===== src/rtl/multicycle_controller_pkg.sv =====
// +--------------------------------------------------------------------+
// | multicycle_controller_pkg                                          |
// | States, opcodes and datapath select encodings for the controller.  |
// | Optional macro: MULTICYCLE_JAL_EN (adds the JAL state).            |
// | Rev 1.0                                                            |
// +--------------------------------------------------------------------+
`default_nettype none

package multicycle_controller_pkg;

  typedef enum logic [3:0] {
    S_FETCH    = 4'd0,
    S_DECODE   = 4'd1,
    S_MEMADR   = 4'd2,
    S_MEMREAD  = 4'd3,
    S_MEMWB    = 4'd4,
    S_MEMWRITE = 4'd5,
    S_EXECUTER = 4'd6,
    S_EXECUTEI = 4'd7,
    S_ALUWB    = 4'd8,
    S_BEQ      = 4'd9
`ifdef MULTICYCLE_JAL_EN
    ,
    S_JAL      = 4'd10
`endif
  } state_t;

  localparam logic [6:0] c_op_lw  = 7'b0000011;
  localparam logic [6:0] c_op_sw  = 7'b0100011;
  localparam logic [6:0] c_op_r   = 7'b0110011;
  localparam logic [6:0] c_op_i   = 7'b0010011;
  localparam logic [6:0] c_op_beq = 7'b1100011;
  localparam logic [6:0] c_op_jal = 7'b1101111;

  localparam logic [1:0] c_res_alu  = 2'b00;
  localparam logic [1:0] c_res_data = 2'b01;
  localparam logic [1:0] c_res_next = 2'b10;

  localparam logic [1:0] c_srca_pc    = 2'b00;
  localparam logic [1:0] c_srca_oldpc = 2'b01;
  localparam logic [1:0] c_srca_rs1   = 2'b10;

  localparam logic [1:0] c_srcb_rs2  = 2'b00;
  localparam logic [1:0] c_srcb_imm  = 2'b01;
  localparam logic [1:0] c_srcb_four = 2'b10;

  localparam logic [1:0] c_aluop_add   = 2'b00;
  localparam logic [1:0] c_aluop_sub   = 2'b01;
  localparam logic [1:0] c_aluop_funct = 2'b10;

  localparam logic [2:0] c_imm_i = 3'b000;
  localparam logic [2:0] c_imm_s = 3'b001;
  localparam logic [2:0] c_imm_b = 3'b010;
  localparam logic [2:0] c_imm_j = 3'b011;

endpackage

`default_nettype wire


===== src/rtl/multicycle_controller_mem_wait_timer.sv =====
// +--------------------------------------------------------------------+
// | mem_wait_timer                                                     |
// | Counts stalled cycles of a memory access and flags the timeout.    |
// | Rev 1.0                                                            |
// +--------------------------------------------------------------------+
`default_nettype none

module mem_wait_timer #(
  parameter int TIMEOUT_CYCLES = 255
) (
  input  logic clk,
  input  logic rst_n,
  input  logic active,
  input  logic mem_ready,
  output logic timeout
);

  localparam int  c_cw      = (TIMEOUT_CYCLES == 0) ? 1 : $clog2(TIMEOUT_CYCLES + 1);
  localparam bit  c_enabled = (TIMEOUT_CYCLES != 0);

  logic [c_cw-1:0] count_q, count_d;
  logic            stalled;

  assign stalled = c_enabled && active && !mem_ready;
  assign timeout = stalled && (count_q == c_cw'(TIMEOUT_CYCLES));

  // Any cycle that does not continue a stall restarts the count, which also
  // covers clearing on entry to a wait state and after a timeout.
  always_comb begin
    count_d = '0;
    if (stalled && !timeout) begin
      count_d = count_q + c_cw'(1);
    end
  end

  always_ff @(posedge clk or negedge rst_n) begin
    if (!rst_n) begin
      count_q <= '0;
    end else begin
      count_q <= count_d;
    end
  end

endmodule

`default_nettype wire


===== src/rtl/multicycle_controller.sv =====
// +--------------------------------------------------------------------+
// | multicycle_controller                                              |
// | Multicycle RISC-V control FSM with memory wait watchdog.           |
// | Optional macro: MULTICYCLE_JAL_EN (adds the JAL state).            |
// | Rev 1.0                                                            |
// +--------------------------------------------------------------------+
`default_nettype none

module multicycle_controller
  import multicycle_controller_pkg::*;
#(
  parameter int TIMEOUT_CYCLES = 255,
  parameter int OPCODE_W       = 7
) (
  input  logic                clk,
  input  logic                rst_n,
  input  logic [OPCODE_W-1:0] opcode,
  input  logic                zero,
  input  logic                mem_ready,
  output logic                PCWrite,
  output logic                IRWrite,
  output logic                RegWrite,
  output logic                MemWrite,
  output logic                AdrSrc,
  output logic [1:0]          ResultSrc,
  output logic [1:0]          ALUSrcA,
  output logic [1:0]          ALUSrcB,
  output logic [1:0]          ALUOp,
  output logic [2:0]          ImmSrc,
  output logic                illegal,
  output logic                mem_timeout
);

  state_t state_q, state_d;
  logic   wait_state;
  logic   is_lw, is_sw, is_r, is_i, is_beq, is_jal;

  assign is_lw  = (opcode == OPCODE_W'(c_op_lw));
  assign is_sw  = (opcode == OPCODE_W'(c_op_sw));
  assign is_r   = (opcode == OPCODE_W'(c_op_r));
  assign is_i   = (opcode == OPCODE_W'(c_op_i));
  assign is_beq = (opcode == OPCODE_W'(c_op_beq));
`ifdef MULTICYCLE_JAL_EN
  assign is_jal = (opcode == OPCODE_W'(c_op_jal));
`else
  assign is_jal = 1'b0;
`endif

  always_comb begin
    ImmSrc = c_imm_i;
    if (is_sw)       ImmSrc = c_imm_s;
    else if (is_beq) ImmSrc = c_imm_b;
    else if (is_jal) ImmSrc = c_imm_j;
  end

  assign wait_state = (state_q == S_FETCH) || (state_q == S_MEMREAD) ||
                      (state_q == S_MEMWRITE);

  mem_wait_timer #(
    .TIMEOUT_CYCLES(TIMEOUT_CYCLES)
  ) u_mem_wait_timer (
    .clk       (clk),
    .rst_n     (rst_n),
    .active    (wait_state),
    .mem_ready (mem_ready),
    .timeout   (mem_timeout)
  );

  always_comb begin
    state_d   = state_q;
    PCWrite   = 1'b0;
    IRWrite   = 1'b0;
    RegWrite  = 1'b0;
    MemWrite  = 1'b0;
    AdrSrc    = 1'b0;
    ResultSrc = c_res_alu;
    ALUSrcA   = c_srca_pc;
    ALUSrcB   = c_srcb_rs2;
    ALUOp     = c_aluop_add;
    illegal   = 1'b0;
    unique case (state_q)
      S_FETCH: begin
        ALUSrcB   = c_srcb_four;
        ResultSrc = c_res_next;
        if (mem_ready) begin
          IRWrite = 1'b1;
          PCWrite = 1'b1;
          state_d = S_DECODE;
        end
      end
      S_DECODE: begin
        ALUSrcA = c_srca_oldpc;
        ALUSrcB = c_srcb_imm;
        if (is_lw || is_sw) state_d = S_MEMADR;
        else if (is_r)      state_d = S_EXECUTER;
        else if (is_i)      state_d = S_EXECUTEI;
        else if (is_beq)    state_d = S_BEQ;
`ifdef MULTICYCLE_JAL_EN
        else if (is_jal)    state_d = S_JAL;
`endif
        else begin
          illegal = 1'b1;
          state_d = S_FETCH;
        end
      end
      S_MEMADR: begin
        ALUSrcA = c_srca_rs1;
        ALUSrcB = c_srcb_imm;
        if (is_lw)      state_d = S_MEMREAD;
        else if (is_sw) state_d = S_MEMWRITE;
        else            state_d = S_FETCH;
      end
      S_MEMREAD: begin
        AdrSrc = 1'b1;
        if (mem_ready) state_d = S_MEMWB;
      end
      S_MEMWB: begin
        ResultSrc = c_res_data;
        RegWrite  = 1'b1;
        state_d   = S_FETCH;
      end
      S_MEMWRITE: begin
        AdrSrc   = 1'b1;
        MemWrite = 1'b1;
        if (mem_ready) state_d = S_FETCH;
      end
      S_EXECUTER, S_EXECUTEI: begin
        ALUSrcA = c_srca_rs1;
        ALUSrcB = (state_q == S_EXECUTEI) ? c_srcb_imm : c_srcb_rs2;
        ALUOp   = c_aluop_funct;
        state_d = S_ALUWB;
      end
      S_ALUWB: begin
        RegWrite = 1'b1;
        state_d  = S_FETCH;
      end
      S_BEQ: begin
        ALUSrcA = c_srca_rs1;
        ALUOp   = c_aluop_sub;
        PCWrite = zero;
        state_d = S_FETCH;
      end
`ifdef MULTICYCLE_JAL_EN
      S_JAL: begin
        ALUSrcA = c_srca_oldpc;
        ALUSrcB = c_srcb_four;
        PCWrite = 1'b1;
        state_d = S_ALUWB;
      end
`endif
      default: state_d = S_FETCH;
    endcase
    // A watchdog expiry abandons the access without committing anything.
    if (mem_timeout) begin
      IRWrite  = 1'b0;
      PCWrite  = 1'b0;
      MemWrite = 1'b0;
      state_d  = S_FETCH;
    end
  end

  always_ff @(posedge clk or negedge rst_n) begin
    if (!rst_n) begin
      state_q <= S_FETCH;
    end else begin
      state_q <= state_d;
    end
  end

endmodule

`default_nettype wire


===== config.mk =====
export PLATFORM = sky130hd
export DESIGN_NAME = multicycle_controller
export DESIGN_NICKNAME = d
export VERILOG_FILES = /design/src/rtl/multicycle_controller_pkg.sv /design/src/rtl/multicycle_controller_mem_wait_timer.sv /design/src/rtl/multicycle_controller.sv
export SDC_FILE = /design/constraint.sdc
export NUM_CORES = 1
export LEC_CHECK = 0
export ABC_CLOCK_PERIOD_IN_PS = 1300
export BUFFER_PORTS_ARGS = -buffer_cell sky130_fd_sc_hd__buf_4
export CAP_MARGIN = 20
export CORE_ASPECT_RATIO = 1.1
export CORE_MARGIN = 2
export CORE_UTILIZATION = 40
export DETAILED_ROUTE_END_ITERATION = 8
export GPL_ROUTABILITY_DRIVEN = 1
export GPL_TIMING_DRIVEN = 0
export PLACE_DENSITY = 0.75
export SLEW_MARGIN = 10
export SYNTH_ARGS = -nofsm -noshare
export SYNTH_HDL_FRONTEND = slang
export SYNTH_SLANG_ARGS = --single-unit

===== constraint.sdc =====
create_clock -name clk -period 1.3 [get_ports clk]
set_input_delay 0.26 -clock clk [delete_from_list [all_inputs] [get_ports clk]]
set_output_delay 0.26 -clock clk [all_outputs]
set_load 0.01 [all_outputs]

==> impl_metrics.yaml <==
yosys:
  synth_area_leaders: "dfrtp_1 (32%), nor2_1 (5.2%), xnor2_1 (4.6%)"
  syn_nets: 115
  synth_seq_cells: 12
  ys_types: 44
  ys_warn_count: 0
  synthFlopType: "dfrtp_1"
  synth.avg_cell_area_um2: 9.16
  syn_inst: 103
  synth_edf_count: 0
  ys_seq_area_share_pct: 31.8
  async_flop_share_pct: 100
  yosysTopAreaCell: "dfrtp_1"
  yosysTopAreaCellShare_pct: 31.8
  syn_area_um2: 943
cells_and_area:
  register_area_um2: 304
  n_antenna_cell: 0
  syn2layout_area_growth_pct: 78.6
  multiInputGateArea_um2: 712
  nFillCells: 145
  drive_above_1_share_pct: 62.0
  nets: 176
critical_path:
  crit_required_ps: 1040
  path_buf_inv: 2
  crit_slowest_cell: "dfrtp_2"
  path_max_fanout: 4
  setup.worst_path.start_class: "flop"
  worstSetupPathType: "flop to output port"
  rr_worst_depth: 8
  crit_arrival_ps: 1590
  worstPathCellList: "buf_6 > nor4_4 > and2_4 > a21o_1 > buf_4"
  crit_path_start: "state_q[3]"
  rr_startpoint: "state_q[2]"
  critical_path_depth: 5
  crit_path_max_incr_delay_ps: 460
  end_kind: "output port"
  crit_family: "simple AND/OR/NAND/NOR gates"
routing:
  drt_first_pass_iters: 4
  drt-initial-drc-count: 25
  drc: 0
  ant_nets: 0
  vias: 1016
  drt-total-wl_um: 2790
  vias_per_cell: 5.26
  routedWlPerCell_um: 14.5
clock_tree:
  root_buffer: "clkbuf_4"
  cts_sinks: 12
  cts_tree: "done"
  clockBufferDepth: 2
  cts_buffers: 3
  htree_levels: 1
  clk_latency_ps: 280
  clkSlewWorstSetupHoldPaths_ps: 80
floorplanning:
  start_util_pct: 41.9
  die_h_um: 54.9
  num_rows: 18
  fp.dieW_um: 50.3
  io_pins: 29
  dieArea_um2: 2760
  core_area_um2: 2250
pwr:
  max-vdd-ir-drop_v: 0.000890
  p_leak_nw: 0.777
  power_mw: 2.02
  p_per_area_nw_per_um2: 1200
timing:
  slew_violations: 0
  finalSetupViolCount: 26
  postLayoutSetupSlackWorst_ps: -554
  fmax_ghz: 0.539
  rsz0062_at_grt: "yes"
  min_period_ps: 1850
  finalCritPeriodShare_pct: 143
  clock_skew_ps: 10.9
  finalHoldViolCount: 0
hold_path:
  hold_path_class: "primary input to asynchronous set/reset pin"
placed_design:
  gp_congestion: 0.800
  dp_hpwl_um: 1490
  port_buffers: 27
  pre_cts_slack_ps: -289
global_route:
  grt_usage_pct: 21.4
  antenna_found_initial: 0
  grt_pass1_vias: 992
  grt_pass1_wl_um: 4400
  grt_max_degree: 13
  globalRouteOverflowTotal: 0
status:
  violations: "setup timing"
  status: "finished, violations left"
job:
  maxCapViolations: 0
==> synthesized netlist by cell type (2+ instances only) <==
cell type / count
nand2_1: 6
nand3b_1: 2
buf_4: 3
o21ai_0: 3
xnor2_1: 5
and2_1: 2
buf_2: 3
and2_4: 2
inv_1: 4
nor3_2: 3
nand3_1: 2
dfrtp_1: 12
and3_1: 2
xor2_1: 2
a32o_1: 4
nor3_1: 3
a21o_1: 2
nor3b_1: 3
a21oi_1: 3
nor2_1: 13
==> registers in the layout, summed over array words and instances, names as in the netlist <==
name and flops:
u_mem_wait_timer.count_q 8, state_q 4
==> per-layer routing <==
metal	vias to the layer above	share of wire (%)	routed length, um	track usage (%)
met5	-	0	0	0
met4	0	1.3	36	10.4
met3	6	3.2	89	2.15
met2	27	54	1510	40.4
met1	498	41	1160	24.7
li1	485	-	-	-
==> final cells by class <==
class                           count  share of cell area (%)
Tap cell                           30                    2.23
Multi-Input combinational cell     79                    42.2
Inverter                            4                    1.04
Sequential cell                    12                    18.0
Buffer                              6                    4.01
Timing Repair Buffer               58                    30.9
Clock buffer                        4                    1.56
==> layout by cell type, fill, tap and decap left out, drive strengths merged, types with 2 or more instances in the layout <==
cell	n
and3	2
a21oi	4
a21o	3
clkbuf	4
nand2b	2
nand3b	2
and2	4
nor4b	2
nand2	6
xor2	2
dfrtp	12
buf	63
nor3	6
nand3	3
xnor2	5
o21ai	3
nor2	13
nor3b	4
a32o	4
inv	4
==> what timing repair did <==
item / in CTS / in global routing
cloned: 0 / 0
gates resized for setup: 41 / 7
setup buffers: 23 / 9
setup endpoints to repair: 27 / 26
hold endpoints to repair: 12 / 0
pin swaps: 17 / 9
hold buffers: 1 / 0
==> power breakdown <==
group          total [mW]  leakage, nW  internal, mW  switching [mW]
sequential          0.474        0.160         0.414          0.0605
combinational        1.30        0.602         0.779           0.525
clock               0.239       0.0150         0.119           0.121
==> per-stage QoR <==
step	TNS, ps	instances	instance area [um^2]	utilization [%]	hold WS, ps
2_1_floorplan	-855	103	1010	-	-35.6
3_3_place_gp	-2570	160	1250	55.6	102
3_5_place_dp	-2890	160	1250	55.6	104
4_1_cts	-9470	187	1620	72.1	347
5_1_grt	-11620	193	1690	74.8	384
6_report	-10170	193	1690	74.8	350
==> cell families after synthesis <==
kind of cell	count (synthesis)	share of synthesized area (%)
buffers and inverters	12	7.16
adder cells (fa/ha/maj)	1	1.33
AO/OA/AOI/OAI	19	16.0
AND/OR/NAND/NOR	51	36.7
flip-flops	12	31.8
other	1	0.397
XOR/XNOR	7	6.50
==> final timing paths <==
check | end | slack, ps
min reg2reg | u_mem_wait_timer.count_q[7] | 550
max | PCWrite | -550
max in group asynchronous | state_q[2] | 790
min | u_mem_wait_timer.count_q[0] | 350
min in group clk | state_q[2] | 390
max reg2reg | state_q[0] | -410
No activity file was read; power rests on OpenSTA's default activity.
